--- src/rtl/jk_bank_driver.sv ---
// rtl/jk_bank_driver.sv - drives a bank of external JK flip-flops to a requested value with check and retry
module jk_bank_driver #(
  parameter int WIDTH     = 4,
  parameter int CHECK_EN  = 1,
  parameter int MAX_RETRY = 2
) (
  input  logic             i_clk,
  input  logic             i_reset,
  input  logic             i_tgt_valid,
  output logic             o_tgt_ready,
  input  logic [WIDTH-1:0] i_tgt_data,
  input  logic [WIDTH-1:0] i_q_fb,
  output logic [WIDTH-1:0] o_j,
  output logic [WIDTH-1:0] o_k,
  output logic             o_done,
  output logic             o_err,
  input  logic             i_err_clr
);

  typedef enum logic [1:0] {
    IDLE  = 2'd0,
    DRIVE = 2'd1,
    CHECK = 2'd2
  } state_t;

  localparam logic [3:0] MAX_R = 4'(MAX_RETRY);

  state_t           r_state;
  logic [WIDTH-1:0] r_j;
  logic [WIDTH-1:0] r_k;
  logic [WIDTH-1:0] r_tgt;
  logic [3:0]       r_retry;
  logic             r_done;
  logic             r_err;

  logic [WIDTH-1:0] w_j_acc;
  logic [WIDTH-1:0] w_k_acc;
  logic [WIDTH-1:0] w_j_rty;
  logic [WIDTH-1:0] w_k_rty;
  logic             w_match;

  // Excitation: set bits that must rise, clear bits that must fall, hold the rest;
  // J and K are never both asserted on one bit.
  assign w_j_acc = ~i_q_fb & i_tgt_data;
  assign w_k_acc = i_q_fb & ~i_tgt_data;
  assign w_j_rty = ~i_q_fb & r_tgt;
  assign w_k_rty = i_q_fb & ~r_tgt;
  assign w_match = (i_q_fb == r_tgt);

  assign o_tgt_ready = (r_state == IDLE);
  assign o_j         = r_j;
  assign o_k         = r_k;
  assign o_done      = r_done;
  assign o_err       = r_err;

  // Request sequencer: accept, drive for one cycle, optionally verify and retry.
  always_ff @(posedge i_clk or posedge i_reset) begin
    if (i_reset) begin
      r_state <= IDLE;
      r_j     <= '0;
      r_k     <= '0;
      r_tgt   <= '0;
      r_retry <= '0;
      r_done  <= 1'b0;
      r_err   <= 1'b0;
    end else begin
      r_done <= 1'b0;
      // Clear first so a final mismatch in this same cycle overrides it.
      if (i_err_clr) begin
        r_err <= 1'b0;
      end
      case (r_state)
        IDLE: begin
          r_j <= '0;
          r_k <= '0;
          if (i_tgt_valid) begin
            r_tgt   <= i_tgt_data;
            r_j     <= w_j_acc;
            r_k     <= w_k_acc;
            r_retry <= '0;
            r_state <= DRIVE;
          end
        end
        DRIVE: begin
          r_j <= '0;
          r_k <= '0;
          if (CHECK_EN != 0) begin
            r_state <= CHECK;
          end else begin
            r_state <= IDLE;
            r_done  <= 1'b1;
          end
        end
        CHECK: begin
          r_j <= '0;
          r_k <= '0;
          if (w_match) begin
            r_state <= IDLE;
            r_done  <= 1'b1;
          end else if (r_retry < MAX_R) begin
            r_retry <= r_retry + 4'd1;
            r_j     <= w_j_rty;
            r_k     <= w_k_rty;
            r_state <= DRIVE;
          end else begin
            r_err   <= 1'b1;
            r_state <= IDLE;
            r_done  <= 1'b1;
          end
        end
        default: begin
          r_j     <= '0;
          r_k     <= '0;
          r_state <= IDLE;
        end
      endcase
    end
  end

endmodule

--- config.mk ---
export PLATFORM = sky130hd
export DESIGN_NAME = jk_bank_driver
export DESIGN_NICKNAME = d
export VERILOG_FILES = /design/src/rtl/jk_bank_driver.sv
export SDC_FILE = /design/constraint.sdc
export NUM_CORES = 1
export LEC_CHECK = 0
export ABC_AREA = 1
export BUFFER_PORTS_ARGS = -buffer_cell sky130_fd_sc_hd__buf_2
export CORE_ASPECT_RATIO = 0.8
export CORE_UTILIZATION = 40
export CTS_BUF_LIST = sky130_fd_sc_hd__clkbuf_4
export CTS_CLUSTER_DIAMETER = 50
export CTS_CLUSTER_SIZE = 28
export DETAILED_ROUTE_END_ITERATION = 8
export HOLD_SLACK_MARGIN = 0.06
export RECOVER_POWER = 100
export SYNTH_ARGS = -nofsm -noshare
export SYNTH_HDL_FRONTEND = slang
export SYNTH_SLANG_ARGS = --single-unit
--- constraint.sdc ---
create_clock -name i_clk -period 3 [get_ports i_clk]
set_clock_uncertainty 0.1 [all_clocks]
set_input_delay 0 -clock i_clk [delete_from_list [all_inputs] [get_ports i_clk]]
set_output_delay 0 -clock i_clk [all_outputs]
set_load 0.01 [all_outputs]
==> flow_summary.yaml <==
synthesis:
  synth-xor-area-share_pct: 0
  ys.flop_type: "dfrtp_1"
  synth_enable_flop_cells: 0
  synth.yosys.seq_area_share_pct: 45.5
  ys_types: 20
  synth_top_cell_by_area: "dfrtp_1"
  ys_seq_elements: 20
  synth_area_leaders: "dfrtp_1 (46%), ha_1 (10%), o21ai_2 (9.6%)"
  synth_simple_gate_area_share_pct: 21.5
  synth_top_family_by_area: "simple AND/OR/NAND/NOR gates"
  syn_inst: 114
  syn_nets: 135
  synth_top_area_share_pct: 45.5
  async_flop_share_pct: 100
  synth_area_per_cell_sq_um: 9.65
  synth_fa_ha_area_share_pct: 10.2
  ys_warn_count: 0
  synth_area_sq_um: 1100
  synth_compound_area_share_pct: 10.9
  synthMuxAreaShare_pct: 0
floorplan:
  rows: 16
  ioPinCount: 23
  fp.dieW_microns: 60.6
  start_util_pct: 43.6
  core-area_sq_um: 2520
  die_area_sq_um: 2960
  die_y_microns: 48.9
drt:
  drc: 0
  drt_iter0_markers: 18
  dr.pass1.iters: 3
  wl_per_cell_microns: 10.5
  routed_via_density: 4.35
  final_antenna_net_count: 0
  via_count: 856
  wl_mm: 2.08
global_routing:
  first_global_vias: 849
  grt_max_degree: 21
  grt_use_met1_pct: 19.7
  top_usage_layer: "met2"
  grt.total_usage_pct: 16.3
  globalRoute.totalOverflow: 0
  use_met3_pct: 5.04
  antenna_found_initial: 0
  met2_usage_pct: 26.7
  grt_first_pass_wirelength_mm: 3.51
cts:
  cts.sinks: 20
  clk_latency_ns: 0.30
  cts_tree: "yes"
  ctsResizeCount: 0
  cts_buffers: 3
  clockRootBuffer: "clkbuf_4"
  cts.clk_slew.worst_paths_ns: 0.11
  cts_buffer_depth: 2
  h-tree-depth: 1
  cts_setup_buffers: 0
sta:
  rsz0062_at_grt: "no"
  setup_violations: 0
  min_period_ns: 2.36
  tns_ns: 0
  relSlewSlack_pct: 50.3
  hold_viol_final: 0
  worstMarginPinSlew_ns: 0.744
  max_freq_ghz: 0.425
  slew_violations: 0
  fin_crit_sh_pct: 78.5
job:
  cap_violations: 0
critical_path:
  cp-start-kind: "flip-flop"
  critPathMaxFanout: 17
  end_kind: "flip-flop"
  critPathKind: "flip-flop to flip-flop"
  critPathRequiredTime_ns: 3.14
  crit_arrival_ns: 2.50
finish:
  antennaDiodeCount: 0
  area_growth_syn_to_layout_pct: 28.6
  layout_common_cells: "inv_1 (24), dlygate4sd3_1 (23), dfrtp_1 (20), nand2_1 (15), buf_2 (12)"
  finalNetCount: 184
  mostFrequentLayoutCell: "inv_1"
  drive_above_1_share_pct: 18.0
  final_cells: 197
placed_design:
  hpwl_mm: 1.34
  dp_cells: 171
  place.gp.congestion: 0.843
  port_buffers: 22
power:
  max-vdd-ir-drop_mv: 0.358
  p_per_area_nw_per_um2: 686
  p_total_mw: 0.970
  p_leak_nw: 0.724
status:
  status: "finished clean"
worst_hold_path:
  hp-class: "primary input to asynchronous set/reset pin"
-- where the power goes --
part           switching, mW  internal, mW  total [mW]
clock                 0.0797        0.0469       0.127
combinational          0.262         0.190       0.452
sequential            0.0417         0.350       0.392
-- critical path, stage by stage, from the launching register on --
cell	delay, ns
dfrtp_1	0.37
inv_1	0.11
nand2_1	0.16
nor2_8	0.26
nand2_1	0.08
dlygate4sd3_1	0.57
o21ai_0	0.07
dlygate4sd3_1	0.57
-- cell usage after synthesis, types with 2 or more instances --
master	count
dfrtp_1	20
nand2_2	5
ha_1	9
inv_2	4
nand4_1	4
inv_1	23
nor2_1	8
nand3_1	4
o21ai_2	12
nand2_1	14
nand2_4	2
-- repair_timing --
action                                 CTS  global route
hold buffers                            23             0
setup endpoints to repair                0             0
endpoints found under the hold margin   36             0
-- per-layer routing --
metal / part of all wire (%) / vias up
li1: - / 446
met1: 48 / 389
met5: 0 / -
met2: 47 / 17
met4: 1.4 / 0
met3: 3.9 / 4
-- final timing paths --
kind                             from    endpoint  slack (ns)  cells past startpoint
hold / removal                i_reset       o_err        0.27                      3
max in group asynchronous     i_reset  r_retry[2]        2.07                      3
hold reg to reg            r_retry[2]  r_retry[2]        0.38                      2
setup / recovery           r_state[0]    r_tgt[1]        0.64                      7
setup reg to reg           r_state[0]    r_tgt[1]        0.64                      7
min in group i_clk          i_err_clr       o_err        0.32                      3
-- through the flow --
step / util (%) / hold slack [ns] / instance area, sq um / worst slack, ns
final: 56.1 / 0.265 / 1410 / 0.645
after global routing: 56.1 / 0.322 / 1410 / 0.477
after CTS: 59.2 / 0.291 / 1490 / 0.738
after detailed placement: 49.2 / 0.0820 / 1240 / 1.60
after global placement: 49.2 / 0.0869 / 1240 / 1.60
after floorplan: - / -0.136 / 1100 / 1.74
-- layout make-up --
type                            count  area (sq um)
Timing Repair Buffer               45           328
Clock buffer                        3          22.5
Multi-Input combinational cell     64           403
Fill cell                         263          1110
Sequential cell                    20           500
Inverter                           29           115
Tap cell                           36          45.0
-- kinds of logic after synthesis --
family | after synthesis
AOI/OAI and AO/OA | 14
adders and majority gates | 9
buffers and inverters | 30
DFF | 20
and+or+nand+nor | 41
-- registers in the layout, summed over array words and instances (netlist names) --
| signal | flops |
|---|---|
| o_done | 1 |
| r_state | 2 |
| r_tgt | 4 |
| o_k | 4 |
| r_retry | 4 |
| o_j | 4 |
| o_err | 1 |
Power figures use the tool's default switching activity.
